===== src/rtl/trig_stamp_ctrl_pkg.sv =====
// Shared constants and the clear-sequencer state encoding for the trigger stamp controller.
package trig_stamp_ctrl_pkg;

  localparam int unsigned BC_WIDTH        = 8;
  localparam int unsigned L1ID_WIDTH_DEF  = 5;

  // Clear sequencer: RUN waits for a command, CLEAR drives the strobe, SETTLE blanks re-triggering.
  typedef enum logic [1:0] {
    ST_RUN    = 2'd0,
    ST_CLEAR  = 2'd1,
    ST_SETTLE = 2'd2
  } clr_state_e;

  // One FIFO entry holds {BC stamp, L1 ID, BC error}.
  function automatic int unsigned entry_width(input int unsigned l1id_w);
    return BC_WIDTH + l1id_w + 1;
  endfunction

  localparam int unsigned ENTRY_WIDTH_DEF = BC_WIDTH + L1ID_WIDTH_DEF + 1;

endpackage


===== src/rtl/trig_stamp_ctrl_stamp_fifo.sv =====
// Synchronous FIFO with flush; head entry is read combinationally from registered storage.
module stamp_fifo #(
  parameter int unsigned DEPTH = 8,
  parameter int unsigned WIDTH = 14
) (
  input  logic                         Clk,
  input  logic                         Reset,
  input  logic                         push,
  input  logic                         pop,
  input  logic                         flush,
  input  logic [WIDTH-1:0]             wdata,
  output logic [WIDTH-1:0]             head_c,
  output logic                         push_acc_c,
  output logic [$clog2(DEPTH):0]       count
);

  localparam int unsigned PTR_W = $clog2(DEPTH);
  localparam int unsigned CNT_W = PTR_W + 1;

  logic [WIDTH-1:0] mem [DEPTH];
  logic [PTR_W-1:0] wr_ptr_q;
  logic [PTR_W-1:0] rd_ptr_q;
  logic [CNT_W-1:0] count_q;
  logic             pop_acc_c;

  // A full FIFO still accepts a push when the head leaves in the same cycle.
  always_comb begin
    pop_acc_c  = pop & ~flush & (count_q != '0);
    push_acc_c = push & ~flush & ((count_q != CNT_W'(DEPTH)) | pop_acc_c);
  end

  // Pointers and occupancy; flush empties the FIFO and rewinds both pointers.
  always_ff @(posedge Clk or negedge Reset) begin
    if (!Reset) begin
      wr_ptr_q <= '0;
      rd_ptr_q <= '0;
      count_q  <= '0;
    end else if (flush) begin
      wr_ptr_q <= '0;
      rd_ptr_q <= '0;
      count_q  <= '0;
    end else begin
      wr_ptr_q <= wr_ptr_q + PTR_W'(push_acc_c);
      rd_ptr_q <= rd_ptr_q + PTR_W'(pop_acc_c);
      count_q  <= count_q + CNT_W'(push_acc_c) - CNT_W'(pop_acc_c);
    end
  end

  // Storage carries no reset; an empty FIFO never exposes it.
  always_ff @(posedge Clk) begin
    if (push_acc_c) mem[wr_ptr_q] <= wdata;
  end

  assign head_c = (count_q != '0) ? mem[rd_ptr_q] : '0;
  assign count  = count_q;

endmodule


===== src/rtl/trig_stamp_ctrl.sv =====
// L1 trigger time-stamper: stamps BC/L1ID into a FIFO and sequences bunch-counter clears.
module trig_stamp_ctrl
  import trig_stamp_ctrl_pkg::*;
#(
  parameter int unsigned FIFO_DEPTH = 8,
  parameter int unsigned L1ID_WIDTH = L1ID_WIDTH_DEF
) (
  input  logic                  Clk,
  input  logic                  Reset,
  input  logic                  Trigger,
  input  logic                  BCR,
  input  logic                  ECR,
  input  logic [BC_WIDTH-1:0]   BC,
  input  logic                  BCError,
  output logic                  ClearBC,
  output logic                  TrigValid,
  input  logic                  TrigAck,
  output logic [BC_WIDTH-1:0]   TrigBC,
  output logic [L1ID_WIDTH-1:0] TrigL1ID,
  output logic                  TrigErr,
  output logic                  Overflow,
  output logic                  ErrorFlag
);

  localparam int unsigned ENTRY_W = entry_width(L1ID_WIDTH);
  localparam int unsigned CNT_W   = $clog2(FIFO_DEPTH) + 1;

  typedef struct packed {
    logic [BC_WIDTH-1:0]   bc;
    logic [L1ID_WIDTH-1:0] l1id;
    logic                  err;
  } stamp_t;

  clr_state_e            state_q;
  clr_state_e            state_d;
  logic                  clear_bc_q;
  logic [L1ID_WIDTH-1:0] l1id_q;
  logic                  overflow_q;
  logic                  error_q;
  logic                  push_c;
  logic                  pop_c;
  logic                  push_acc_c;
  logic [CNT_W-1:0]      occ;
  stamp_t                wr_entry_c;
  stamp_t                head_c;
  logic [ENTRY_W-1:0]    head_raw_c;

  // ECR discards any coincident trigger or acknowledge.
  always_comb begin
    push_c     = Trigger & ~ECR;
    pop_c      = TrigAck & ~ECR;
    wr_entry_c = '{bc: BC, l1id: l1id_q, err: BCError};
    head_c     = stamp_t'(head_raw_c);
  end

  stamp_fifo #(
    .DEPTH (FIFO_DEPTH),
    .WIDTH (ENTRY_W)
  ) u_fifo (
    .Clk        (Clk),
    .Reset      (Reset),
    .push       (push_c),
    .pop        (pop_c),
    .flush      (ECR),
    .wdata      (ENTRY_W'(wr_entry_c)),
    .head_c     (head_raw_c),
    .push_acc_c (push_acc_c),
    .count      (occ)
  );

  // Clear sequencer state register; ClearBC is registered from the next state.
  always_ff @(posedge Clk or negedge Reset) begin
    if (!Reset) begin
      state_q    <= ST_RUN;
      clear_bc_q <= 1'b0;
    end else begin
      state_q    <= state_d;
      clear_bc_q <= (state_d == ST_CLEAR);
    end
  end

  // Commands only start a clear from RUN; CLEAR and SETTLE always run to completion.
  always_comb begin
    state_d = state_q;
    unique case (state_q)
      ST_RUN:    if (BCR || ECR) state_d = ST_CLEAR;
      ST_CLEAR:  state_d = ST_SETTLE;
      ST_SETTLE: state_d = ST_RUN;
      default:   state_d = ST_RUN;
    endcase
  end

  // L1ID counts every trigger, accepted or dropped; ECR rewinds it.
  always_ff @(posedge Clk or negedge Reset) begin
    if (!Reset)       l1id_q <= '0;
    else if (ECR)     l1id_q <= '0;
    else if (Trigger) l1id_q <= l1id_q + L1ID_WIDTH'(1);
  end

  // Sticky status flags; ECR clears them with priority over a new set.
  always_ff @(posedge Clk or negedge Reset) begin
    if (!Reset) begin
      overflow_q <= 1'b0;
      error_q    <= 1'b0;
    end else if (ECR) begin
      overflow_q <= 1'b0;
      error_q    <= 1'b0;
    end else begin
      if (push_c && !push_acc_c) overflow_q <= 1'b1;
      if (BCError)               error_q    <= 1'b1;
    end
  end

  assign ClearBC   = clear_bc_q;
  assign TrigValid = (occ != '0);
  assign TrigBC    = head_c.bc;
  assign TrigL1ID  = head_c.l1id;
  assign TrigErr   = head_c.err;
  assign Overflow  = overflow_q;
  assign ErrorFlag = error_q;

endmodule


===== config.mk =====
export PLATFORM = sky130hd
export DESIGN_NAME = trig_stamp_ctrl
export DESIGN_NICKNAME = d
export VERILOG_FILES = /design/src/rtl/trig_stamp_ctrl_pkg.sv /design/src/rtl/trig_stamp_ctrl_stamp_fifo.sv /design/src/rtl/trig_stamp_ctrl.sv
export SDC_FILE = /design/constraint.sdc
export NUM_CORES = 1
export LEC_CHECK = 0
export ABC_AREA = 1
export BUFFER_PORTS_ARGS = -buffer_cell sky130_fd_sc_hd__buf_2
export CORE_MARGIN = 2
export CORE_UTILIZATION = 41
export CTS_BUF_LIST = sky130_fd_sc_hd__clkbuf_16
export DETAILED_ROUTE_END_ITERATION = 10
export SYNTH_ARGS = -nofsm -noshare
export SYNTH_HDL_FRONTEND = slang
export SYNTH_SLANG_ARGS = --single-unit

===== constraint.sdc =====
create_clock -name Clk -period 1.9 [get_ports Clk]
set_input_delay 0 -clock Clk [delete_from_list [all_inputs] [get_ports Clk]]
set_output_delay 0 -clock Clk [all_outputs]
set_load 0.02 [all_outputs]

## Yosys cells after proc, flatten, opt, wreduce, memory -nomap -nowiden

Memories as Yosys holds them, arrays and structs flattened.
Cells that the tools add are included.

| word-level totals | value |
|---|---|
| RAM bits | 112 |
| register bits | 20 |
| memories | 1 |
| logic and storage cells | 47 |
| bits of input ports | 15 |
| output and inout port bits | 18 |

Memories:

| memory | words | bits a word | read ports | clocked after memory_dff | wr ports | RTL line | RTL |
|---|---|---|---|---|---|---|---|
| u_fifo.mem | 8 | 14 | 1 | 0 | 1 | trig_stamp_ctrl_stamp_fifo.sv:20 | `logic [WIDTH-1:0] mem [DEPTH];` |

| operators by class | value |
|---|---|
| add/subtract/negate cells | 5 |
| multiplexer cells | 14 |
| bitwise logic cells | 8 |
| reduce and logical (&&, ||, !) cells | 8 |
| equal/unequal tests | 3 |

Operators with widths:

| cell | number |
|---|---|
| 2-to-1 mux 14 bit | 1 |
| 2-to-1 mux 5 bit | 2 |
| adder 3 x 1 -> 3 bit | 2 |
| bitwise AND 1 bit | 6 |
| 2-to-1 mux 1 bit | 6 |
| 2-to-1 mux 3 bit | 2 |
| nonzero test 2 bit | 3 |
| adder 5 x 1 -> 5 bit, second input constant | 1 |
| adder 4 x 1 -> 4 bit | 1 |
| == test 2 x 1 -> 1 bit, second input constant | 2 |
| 2-to-1 mux 4 bit | 1 |
| != test 4 bit, second input constant | 1 |
| one-hot mux 2 bit (2 select lines) | 1 |
| nonzero test 4 bit | 1 |
| subtractor 4 x 1 -> 4 bit | 1 |
| zero test 2 bit | 1 |
| 2-to-1 mux 2 bit | 1 |
| logical AND 1 bit | 1 |
| zero test 1 bit | 1 |
| logical OR 1 bit | 1 |
| NOT 1 bit | 1 |
| bitwise OR 1 bit | 1 |

## Depth between registers and ports, before layout

Gate-level depths: netlist of the first run.

| logic depth | value |
|---|---|
| depth after elaboration | 10 |
| gate-level depth with buffers | 12 |
| mapped depth without buffers | 12 |

## By module

A second synthesis of the first run with hierarchy kept.

| second synthesis, totals | value |
|---|---|
| cell total of the unflattened synthesis | 617 |
| area, all modules | 5982.0 sq um |

By module, submodules not included:

| module | area each (sq um) | cells each | times used |
|---|---|---|---|
| stamp_fifo | 5556.6 | 567 | 1 |
| trig_stamp_ctrl | 425.4 | 50 | 1 |

## Worst setup path before layout of the first run

Ideal clock, no wire load.

| timing | value |
|---|---|
| path type | register -> register |
| start | register u_fifo.count_q[2], in the netlist u_fifo.count[2] |
| end | register u_fifo.count_q[2], in the netlist u_fifo.count[2] |
| arrival time | 1.950 ns |
| required time | 1.768 ns |
| cell stages (with the launch flop) | 12 |
| setup slack | -0.182 ns |
| cells stage by stage | dfrtp_1 -> inv_1 -> ha_1 -> nand3_2 -> nand3_1 -> nand2_1 -> nand2_1 -> inv_1 -> ha_1 -> fa_1 -> xnor2_1 -> nor2_1 |

| between the ends | value |
|---|---|
| longest elaborated chain between the ends | 7 |
| elaborated cells between the ends (all ways) | 8 |

RTL lines:

| item | RTL line | RTL |
|---|---|---|
| start, declared | trig_stamp_ctrl_stamp_fifo.sv:23 | `logic [CNT_W-1:0] count_q;` |
| start signal, assigned | trig_stamp_ctrl_stamp_fifo.sv:45 | `count_q <= count_q + CNT_W'(push_acc_c) - CNT_W'(pop_acc_c);` |
| nonzero test 4 bit | trig_stamp_ctrl_stamp_fifo.sv:28 | `pop_acc_c = pop & ~flush & (count_q != '0);` |
| bitwise AND 1 bit | trig_stamp_ctrl_stamp_fifo.sv:28 |  |
| bitwise OR 1 bit | trig_stamp_ctrl_stamp_fifo.sv:29 | `push_acc_c = push & ~flush & ((count_q != CNT_W'(DEPTH)) \| pop_acc_c);` |
| bitwise AND 1 bit | trig_stamp_ctrl_stamp_fifo.sv:29 |  |
| adder 4 x 1 -> 4 bit | trig_stamp_ctrl_stamp_fifo.sv:45 |  |
| subtractor 4 x 1 -> 4 bit * | trig_stamp_ctrl_stamp_fifo.sv:45 |  |
| 2-to-1 mux 4 bit * | trig_stamp_ctrl_stamp_fifo.sv:38 | `end else if (flush) begin` |

Every way passes the cells marked *; elsewhere a longest branch is shown, timed or not.
A chain may end at the register's enable or synchronous reset.

## Worst setup path in the final report of the first run

| timing | value |
|---|---|
| start | register u_fifo.count_q[2], in the netlist u_fifo.count[2] |
| end | register u_fifo.count_q[1], in the netlist u_fifo.count[1] |

Same word-level chain as after synthesis.

==> results.yml, run 1 <==
synthesis:
  yosysUniqueCellTypes: 23
  ys.warnings.count: 0
  synth-seq-cells: 132
  netlist_instances: 604
  yosysSeqAreaShare: 0.6497
  syn_area_mm2: 0.005947
  synthesis.nets: 629
  avgSynthCellArea_um2: 9.846
timing:
  fin_crit_sh: 1.004
  setup_viol: 1
  slew_headroom: 0.7015
  max_freq_mhz: 524.0
  slew_violations: 0
  tightest_slew_ns: 0.4478
  hold_violations: 0
  skew_ns: 0.006559
  setup_ws_ns: -0.008541
  rsz0062_at_grt: "yes"
  holdWs_ns: 0.06071
  period_needed_ns: 1.909
finish:
  antennaDiodeCount: 0
  layout_common_cells: "nand2_1 (148), inv_1 (128), edfxtp_1 (112), nand3_1 (81), nor2_1 (43)"
  final_common_cell: "nand2_1"
  nNetsFinal: 708
  drive_gt1_frac: 0.1767
  num-fill-cells: 1285
  area_growth_pct: 24.32
  instances_no_fill: 880
  seq_area_mm2: 0.003865
  multiInputGateArea_mm2: 0.001544
clock_tree:
  cts_tree: "yes"
  htreeDepth: 4
  clock-sinks: 132
  clk_root_buffer_cell: "clkbuf_16"
  clk_latency_ns: 0.41
  cts-buffers-inserted: 17
  clkTransAtPathRegs_ns: 0.06
  cts_buffer_depth: 2
drt:
  route.detailed.drc: 0
  met1_length_um: 5409
  wl_met3_um: 555
  detail_route.wirelength_um: 12440
  drt_first_pass_iters: 4
  vias: 4051
  postRouteAntennaNets: 0
  drt_iter0_drc: 338
  highest_layer: "met4"
  dr_wl_met2_um: 6231
  wl_per_cell_um: 14.13
  drt-vias-per-instance: 4.603
floorplanning:
  die_w_um: 124.4
  chipHeight_um: 124.4
  fp.coreArea_mm2: 0.01437
  start_util: 0.4139
  dieArea_mm2: 0.01548
  io_pins: 33
  rows: 44
place:
  portBuffers: 32
  dpl.hpwl_um: 7662
  post-place-cells: 824
  gp_congestion: 0.7959
worst_setup_path:
  reg2reg_slack_ns: -0.009
  reg2reg_depth: 10
  worst-path-buf-inv: 3
  r2r-end: "u_fifo.count[1]"
  crit_path_start_kind: "flop"
  timing.critical_path.cells: "inv_2 -> ha_4 -> nor3b_4 -> nand2_2 -> nand2_2 -> inv_2 -> ha_4 -> fa_2 -> inv_2 -> nor2_2"
  cp.arrival_ns: 2.26
  setup.worst_path.class: "flop to flop"
  crit_fanout: 3
  cpPeakStageDelay_ns: 0.52
  cp.required_ns: 2.25
  critPathMostFrequentCell: "inv_2"
  path_delay_family: "adder cells"
  cp_slowest_cell: "fa_2"
  r2r-start: "u_fifo.count[2]"
  critPathCaptureType: "flop"
run_status:
  status: "complete, but fails checks"
  violations: "setup timing"
global_routing:
  track_usage: 0.1696
  grt_max_degree: 33
  grt_pass1_wl_um: 20230
  first_global_vias: 4081
  grt_overflow_total: 0
  antenna_found_initial: 0
power_and_ir_drop:
  p_leak_nw: 3.384
  p_per_area_mw_per_mm2: 1188
  vdd_drop_max_uv: 554.9
min_path:
  holdCritPathClass: "primary input to async pin"
flow_run:
  cap_violations: 0
flip-flops by register name, summed over array words and instances (netlist names):
register and count:
u_fifo.count 4, u_fifo.rd_ptr_q 3, u_fifo.mem 112, u_fifo.wr_ptr_q 3
l1id_q 5, ClearBC 1, state_q 2, ErrorFlag 1
Overflow 1
metal layers:
metal / track usage / vias up
li1: - / 2061
met4: 0.08394 / 0
met3: 0.04124 / 21
met2: 0.2797 / 90
met1: 0.2087 / 1879
met5: 0 / -
worst register-to-register path: stages (launching register included):
cell,delay [ns]
dfrtp_1,0.40
inv_2,0.12
ha_4,0.14
nor3b_4,0.18
nand2_2,0.08
nand2_2,0.08
inv_2,0.05
ha_4,0.16
fa_2,0.52
inv_2,0.04
nor2_2,0.09
worst max-delay path by stage:
| stage | start | end | slack (ns) | depth (start not counted) |
|---|---|---|---|---|
| final | u_fifo.count[2] | u_fifo.count[1] | -0.009 | 10 |
| after global routing | u_fifo.count[3] | u_fifo.mem[0][5] | -0.06 | 10 |
| after CTS | u_fifo.count[2] | u_fifo.count[1] | 0.004 | 10 |
| after detailed placement | u_fifo.count[2] | u_fifo.count[2] | -0.1 | 10 |
| after global placement | u_fifo.count[2] | u_fifo.count[2] | 0.01 | 10 |
| after floorplan | u_fifo.count[2] | u_fifo.count[2] | -0.04 | 11 |
report_power, final:
group	switching, mW	internal [mW]
logic	1.23	0.746
registers	0.0968	3.28
clock network	1.14	2.29
cells in the mapped netlist:
master | n | area (µm²)
a21oi_1 | 6 | 30.03
a22o_1 | 1 | 8.760
a31oi_1 | 1 | 6.260
buf_1 | 1 | 3.750
buf_2 | 8 | 40.04
buf_4 | 2 | 15.01
buf_6 | 6 | 67.56
clkbuf_1 | 7 | 26.28
dfrtp_1 | 20 | 500.5
edfxtp_1 | 112 | 3363
fa_1 | 1 | 20.02
ha_1 | 9 | 112.6
inv_1 | 130 | 488.0
inv_2 | 2 | 7.510
nand2_1 | 150 | 563.0
nand3_1 | 82 | 410.4
nand3_2 | 1 | 10.01
nand4_1 | 3 | 18.77
nor2_1 | 52 | 195.2
nor3_1 | 2 | 10.01
nor3b_1 | 1 | 7.510
o21ai_0 | 5 | 25.02
xnor2_1 | 2 | 17.52
cell type report:
cell class | instances | share of cell area
sequential | 132 | 0.5228
tap | 184 | 0.03114
timing repair buffer | 84 | 0.08631
inverter | 132 | 0.06702
clock buffer | 17 | 0.05754
clock inverter | 15 | 0.02640
multi-input combinational | 316 | 0.2088
cells by family after synthesis:
kind of cell             after synthesis  share of synthesized area
XOR/XNOR                               2                   0.002946
flip-flops                           132                     0.6497
AND/OR/NAND/NOR                      291                     0.2043
AO/OA/AOI/OAI                         13                    0.01178
adder cells (fa/ha/maj)               10                    0.02230
buffers and inverters                156                     0.1090
per-stage QoR:
stage | area, µm² | setup slack [ns] | setup TNS (ns) | utilization | power, mW
floorplan | 5964 | -0.03591 | -2.424 | - | 4.623
global placement | 6414 | 0.009744 | 0 | 0.4464 | 5.115
detailed placement | 6414 | -0.09525 | -0.1532 | 0.4464 | 5.163
CTS | 7249 | 0.004265 | 0 | 0.5045 | 8.738
global route | 7393 | -0.06096 | -4.192 | 0.5145 | 9.219
finish | 7393 | -0.008541 | -0.008541 | 0.5145 | 8.786
what timing repair did:
item	in CTS	in global routing
hold endpoints to repair	108	0
buffers inserted	7	2
hold buffers	14	0
pin swaps	4	8
setup endpoints to repair	2	10
gates cloned	0	1
resized for setup	6	35
Note: power is estimated with default switching activity, not from simulation.
==> run 2, diff against run 1 <==
--- a/config.mk
+++ b/config.mk
@@ -9,8 +9,9 @@
 export BUFFER_PORTS_ARGS = -buffer_cell sky130_fd_sc_hd__buf_2
 export CORE_MARGIN = 2
 export CORE_UTILIZATION = 41
-export CTS_BUF_LIST = sky130_fd_sc_hd__clkbuf_16
+export CTS_BUF_LIST = sky130_fd_sc_hd__clkbuf_4 sky130_fd_sc_hd__clkbuf_8
 export DETAILED_ROUTE_END_ITERATION = 10
+export GPL_TIMING_DRIVEN = 0
 export SYNTH_ARGS = -nofsm -noshare
 export SYNTH_HDL_FRONTEND = slang
 export SYNTH_SLANG_ARGS = --single-unit
==> run 2 against run 1 <==
Compared with the run above:
- the run still ends with setup timing left
- non-clock buffer count is 17 higher
- critical path type unchanged
- combinational power rose by 32%
- first-iteration DRC count up 17%
- largest power group is now registers
- clock skew increased by 0.0056 ns
==> results.yml, run 2 (synthesized netlist as in run 1, its figures left out) <==
finish:
  final_common_cell: "nand2_1"
  layout_common_cells: "nand2_1 (143), inv_1 (126), edfxtp_1 (112), nand3_1 (75), nor2_1 (32)"
  largest_reg_flops: 112
  top_register: "u_fifo.mem"
  drive_gt1_frac: 0.2213
  area_growth_pct: 28.28
  antennaDiodeCount: 0
  nNetsFinal: 726
  finalCoreUtilization: 0.5309
worst_setup_path:
  critPathCaptureType: "flop"
  worst-path-buf-inv: 3
  cpPeakStageDelay_ns: 0.53
  cp_slowest_cell: "fa_2"
  path_delay_family: "adder cells"
  cp.required_ns: 2.28
  crit_fanout: 5
  timing.critical_path.cells: "inv_2 -> ha_4 -> nor3b_4 -> nand2_2 -> nand2_4 -> inv_4 -> ha_4 -> fa_2 -> inv_2 -> nor2_2"
  setup.worst_path.class: "flop to flop"
  crit_path_start_kind: "flop"
  cp.arrival_ns: 2.34
floorplanning:
  dieArea_mm2: 0.01548
  rows: 44
  fp.coreArea_mm2: 0.01437
  io_pins: 33
  start_util: 0.4139
  die_w_um: 124.4
  chipHeight_um: 124.4
min_path:
  holdCritPathClass: "primary input to async pin"
global_routing:
  track_usage: 0.1910
  grt_max_degree: 21
  grt_pass1_wl_um: 22510
  antenna_found_initial: 0
  grt_overflow_total: 0
  first_global_vias: 4264
clock_tree:
  clk_root_buffer_cell: "clkbuf_8"
  cts_buffer_depth: 2
  clk_latency_ns: 0.45
  cts_tree: "yes"
  clock-sinks: 132
  htreeDepth: 4
  cts-buffers-inserted: 17
  clkTransAtPathRegs_ns: 0.07
timing:
  rsz0062_at_grt: "yes"
  slew_headroom: 0.6062
  hold_violations: 0
  period_needed_ns: 1.955
  skew_ns: 0.01216
  max_freq_mhz: 511.6
  setup_viol: 2
  fin_crit_sh: 1.029
  slew_violations: 0
  tightest_slew_ns: 0.5907
  setup_ws_ns: -0.05480
run_status:
  violations: "setup timing"
  status: "complete, but fails checks"
power_and_ir_drop:
  total_power_mw: 7.910
  p_leak_nw: 3.449
  p_per_area_mw_per_mm2: 1037
  vdd_drop_max_uv: 558.2
place:
  place_worst_setup_slack_ns: -0.3927
  portBuffers: 32
  gp_congestion: 0.7709
  dpl.hpwl_um: 8653
flow_run:
  cap_violations: 0
drt:
  postRouteAntennaNets: 0
  wl_per_cell_um: 16.69
  drt_first_pass_iters: 5
  detail_route.wirelength_um: 14990
  drt-vias-per-instance: 4.901
  vias: 4401
  route.detailed.drc: 0
  drt_iter0_drc: 397
run 2: through the flow:
step                area, µm²  hold slack, ns  TNS (ns)  cells
finish                   7629         0.03926  -0.08592    898
global route             7629         0.05536    -1.242    898
CTS                      7164         0.02638   -0.2373    883
detailed placement       6396        -0.02359    -33.05    823
global placement         6355        -0.03260    -79.75    820
floorplan                5964         -0.2956    -2.424    604
run 2: report_power, final:
part	internal [mW]	switching [mW]	leakage, nW
Clock	0.932	1.00	0.168
Sequential	3.27	0.0872	1.29
Combinational	1.13	1.49	1.99
Total	5.33	2.58	3.45
run 2: per-layer routing:
layer | global-route usage | wire [µm] | vias up
met5 | 0 | 0 | -
met4 | 0.08328 | 377 | 0
met3 | 0.04081 | 847 | 32
met2 | 0.3259 | 7509 | 131
met1 | 0.2342 | 6257 | 2128
li1 | - | - | 2110
run 2: final cells by class:
| class | count | area, µm² |
|---|---|---|
| Sequential cell | 132 | 3865 |
| Timing Repair Buffer | 77 | 778.2 |
| Fill cell | 1258 | 6740 |
| Multi-Input combinational cell | 317 | 1670 |
| Tap cell | 184 | 230.2 |
| Clock buffer | 22 | 271.5 |
| Inverter | 132 | 505.5 |
| Clock inverter | 10 | 41.29 |
| Buffer | 24 | 266.5 |
run 2: worst paths after layout:
kind                                 startpoint                  to  cells past startpoint  slack (ns)
worst max-delay path            u_fifo.count[2]     u_fifo.count[1]                     10       -0.05
worst min-delay path                      Reset           l1id_q[4]                      2        0.04
worst max register to register  u_fifo.count[2]     u_fifo.count[1]                     10       -0.05
worst min register to register       state_q[1]          state_q[1]                      1        0.47
max in group asynchronous                 Reset  u_fifo.rd_ptr_q[1]                      2        1.52
min in group Clk                            ECR  u_fifo.rd_ptr_q[1]                      3        0.11
run 2: worst register-to-register path, stage by stage (launching register included):
cell and delay [ns]:
dfrtp_1 0.38, inv_2 0.10, ha_4 0.14, nor3b_4 0.18, nand2_2 0.10, nand2_4 0.12
inv_4 0.05, ha_4 0.16, fa_2 0.53, inv_2 0.04, nor2_2 0.07
run 2: what timing repair did:
action,in CTS,in global routing
resized for setup,43,65
cloned,1,7
pin swaps,10,16
setup endpoints to repair,131,50
hold buffers,14,0
hold endpoints to repair,101,0
buffers inserted,13,9
==> run 3, diff against run 2 <==
--- a/config.mk
+++ b/config.mk
@@ -10,8 +10,10 @@
 export CORE_MARGIN = 2
 export CORE_UTILIZATION = 41
 export CTS_BUF_LIST = sky130_fd_sc_hd__clkbuf_4 sky130_fd_sc_hd__clkbuf_8
+export CTS_CLUSTER_SIZE = 30
 export DETAILED_ROUTE_END_ITERATION = 10
 export GPL_TIMING_DRIVEN = 0
+export REMOVE_ABC_BUFFERS = 1
 export SYNTH_ARGS = -nofsm -noshare
 export SYNTH_HDL_FRONTEND = slang
 export SYNTH_SLANG_ARGS = --single-unit
==> run 3 against run 2 <==
Compared with the run above:
- the run ends with hold timing left
- sequential share of layout area up 0.83 points
- clock power up 25%
- power up 3.4%
- die area unchanged
- worst hold slack worse by 0.16 ns
- register-to-register slack better by 0.09 ns
- final area down 1.4%
- fmax up 4.6%
- non-clock buffer count down 18
==> results.yml, run 3 (synthesized netlist as in run 1, its figures left out) <==
finish:
  antennaDiodeCount: 0
  multiInputGateArea_mm2: 0.001603
  seq_area_mm2: 0.003872
  final_common_cell: "nand2_1"
  layout_common_cells: "nand2_1 (142), inv_1 (126), edfxtp_1 (112), nand3_1 (77), nor2_1 (40)"
  num-fill-cells: 1261
  finalCoreUtilization: 0.5233
  nNetsFinal: 709
  top_register: "u_fifo.mem"
  largest_reg_flops: 112
  instances_no_fill: 880
  drive_gt1_frac: 0.1940
  area_growth_pct: 26.45
timing:
  fin_crit_sh: 0.9839
  period_needed_ns: 1.869
  tightest_slew_ns: 0.7123
  setup_tns_ns: 0
  rsz0062_at_grt: "yes"
  skew_ns: 0.006871
  max_freq_mhz: 534.9
  slew_violations: 0
  setup_ws_ns: 0.03064
  setup_viol: 0
  holdWs_ns: -0.1198
  slew_headroom: 0.5251
  hold_violations: 7
place:
  place_worst_setup_slack_ns: -1.013
  portBuffers: 32
  post-place-cells: 803
  dpl.hpwl_um: 6919
  gp_congestion: 0.7389
floorplanning:
  fp.coreArea_mm2: 0.01437
  chipHeight_um: 124.4
  die_w_um: 124.4
  dieArea_mm2: 0.01548
  start_util: 0.4139
  rows: 44
  io_pins: 33
global_routing:
  grt_pass1_wl_um: 20100
  antenna_found_initial: 0
  grt_max_degree: 31
  first_global_vias: 3889
  track_usage: 0.1736
  grt_overflow_total: 0
drt:
  route.detailed.drc: 0
  postRouteAntennaNets: 0
  wl_per_cell_um: 15.31
  drt_first_pass_iters: 5
  drt_iter0_drc: 289
  drt-vias-per-instance: 4.672
  vias: 4111
  detail_route.wirelength_um: 13480
run_status:
  status: "complete, but fails checks"
  violations: "hold timing"
power_and_ir_drop:
  vdd_drop_max_uv: 697.7
  internal-power_mw: 5.695
  swShare: 0.3040
  pwr-share-clk: 0.296
  p_seq_frac: 0.413
  p_leak_nw: 3.385
  p_per_area_mw_per_mm2: 1088
  combPwrFrac: 0.292
  switchingPower_mw: 2.487
worst_setup_path:
  cp.arrival_ns: 1.87
  critPathCaptureType: "output port"
  crit_path_start_kind: "flop"
  cp.required_ns: 1.90
  crit_fanout: 7
  setup.worst_path.class: "flop to output port"
clock_tree:
  cts_tree: "yes"
  clk_root_buffer_cell: "clkbuf_8"
  cts_buffer_depth: 2
  cts-buffers-inserted: 17
  ctsHoldBuffers: 16
  clock-sinks: 132
  clk_latency_ns: 0.43
  clkTransAtPathRegs_ns: 0.07
  htreeDepth: 4
flow_run:
  cap_violations: 0
min_path:
  holdCritPathClass: "primary input to flop"
[run 3: cell count changes in the layout (fill, tap and decap cells not counted), moves of 3 or more]
| cell | change |
|---|---|
| nor2_2 | -6 |
| nor2_1 | +8 |
| buf_4 | +6 |
| buf_6 | -9 |
| buf_12 | -4 |
| clkbuf_16 | -4 |
| clkbuf_4 | -6 |
| bufinv_16 | +4 |
| clkbuf_1 | -3 |
| buf_8 | +4 |
| buf_2 | -8 |
[run 3: worst max-delay path, cell delays in order, from the launching register on]
cell and delay, ns:
dfrtp_4 0.54, buf_12 0.15, clkbuf_16 0.15, nand2_1 0.06, nand3_1 0.07, nand3_1 0.08
nand2_1 0.07, nor2_2 0.17, buf_6 0.14
[run 3: metrics by stage]
stage / instance area [µm²] / total power [mW]
5_1_grt: 7520 / 8.602
2_1_floorplan: 5794 / 4.498
3_5_place_dp: 6316 / 5.080
6_report: 7520 / 8.182
4_1_cts: 7121 / 7.767
3_3_place_gp: 6185 / 5.016
[run 3: path summary, 6_finish.rpt]
kind                                         start            endpoint  slack [ns]  cells after the start
worst max-delay path            u_fifo.rd_ptr_q[0]         TrigL1ID[1]        0.03                      8
worst min-delay path                           ECR     u_fifo.count[1]       -0.12                      2
worst max register to register     u_fifo.count[2]     u_fifo.count[1]        0.04                     10
worst min register to register          state_q[1]          state_q[1]        0.45                      1
max in group asynchronous                    Reset  u_fifo.rd_ptr_q[0]        1.49                      2
min in group asynchronous                    Reset     u_fifo.count[2]        0.05                      2
[run 3: final cells by class]
| cell class | count | area share |
|---|---|---|
| Timing Repair Buffer | 83 | 0.1126 |
| Timing Repair inverter | 2 | 0.004160 |
| Clock buffer | 17 | 0.03111 |
| Inverter | 132 | 0.07105 |
| Multi-Input combinational cell | 316 | 0.2131 |
| Clock inverter | 14 | 0.02230 |
| Sequential cell | 132 | 0.5150 |
| Tap cell | 184 | 0.03062 |
[run 3: timing repair]
| action | in CTS | in global routing |
|---|---|---|
| cloned | 2 | 4 |
| hold endpoints to repair | 108 | 7 |
| resized for setup | 34 | 47 |
| endpoints found under the setup margin | 136 | 75 |
| pin swaps | 5 | 24 |
| setup buffers | 8 | 17 |
[run 3: layer usage]
| layer | wire length [µm] | track usage | vias up |
|---|---|---|---|
| met5 | 0 | 0 | - |
| met1 | 5826 | 0.2281 | 1922 |
| met4 | 72 | 0.07072 | 0 |
| met2 | 6707 | 0.2774 | 114 |
| met3 | 870 | 0.04210 | 6 |
| li1 | - | - | 2069 |
[run 3: power groups by stage]
stage | Combinational, mW | Sequential [mW] | Clock, mW
detailed placement | 1.63 | 3.45 | 0
global placement | 1.53 | 3.49 | 0
finish | 2.39 | 3.38 | 2.42
floorplan | 1.04 | 3.46 | 0
global route | 2.62 | 3.39 | 2.59
CTS | 1.93 | 3.37 | 2.47
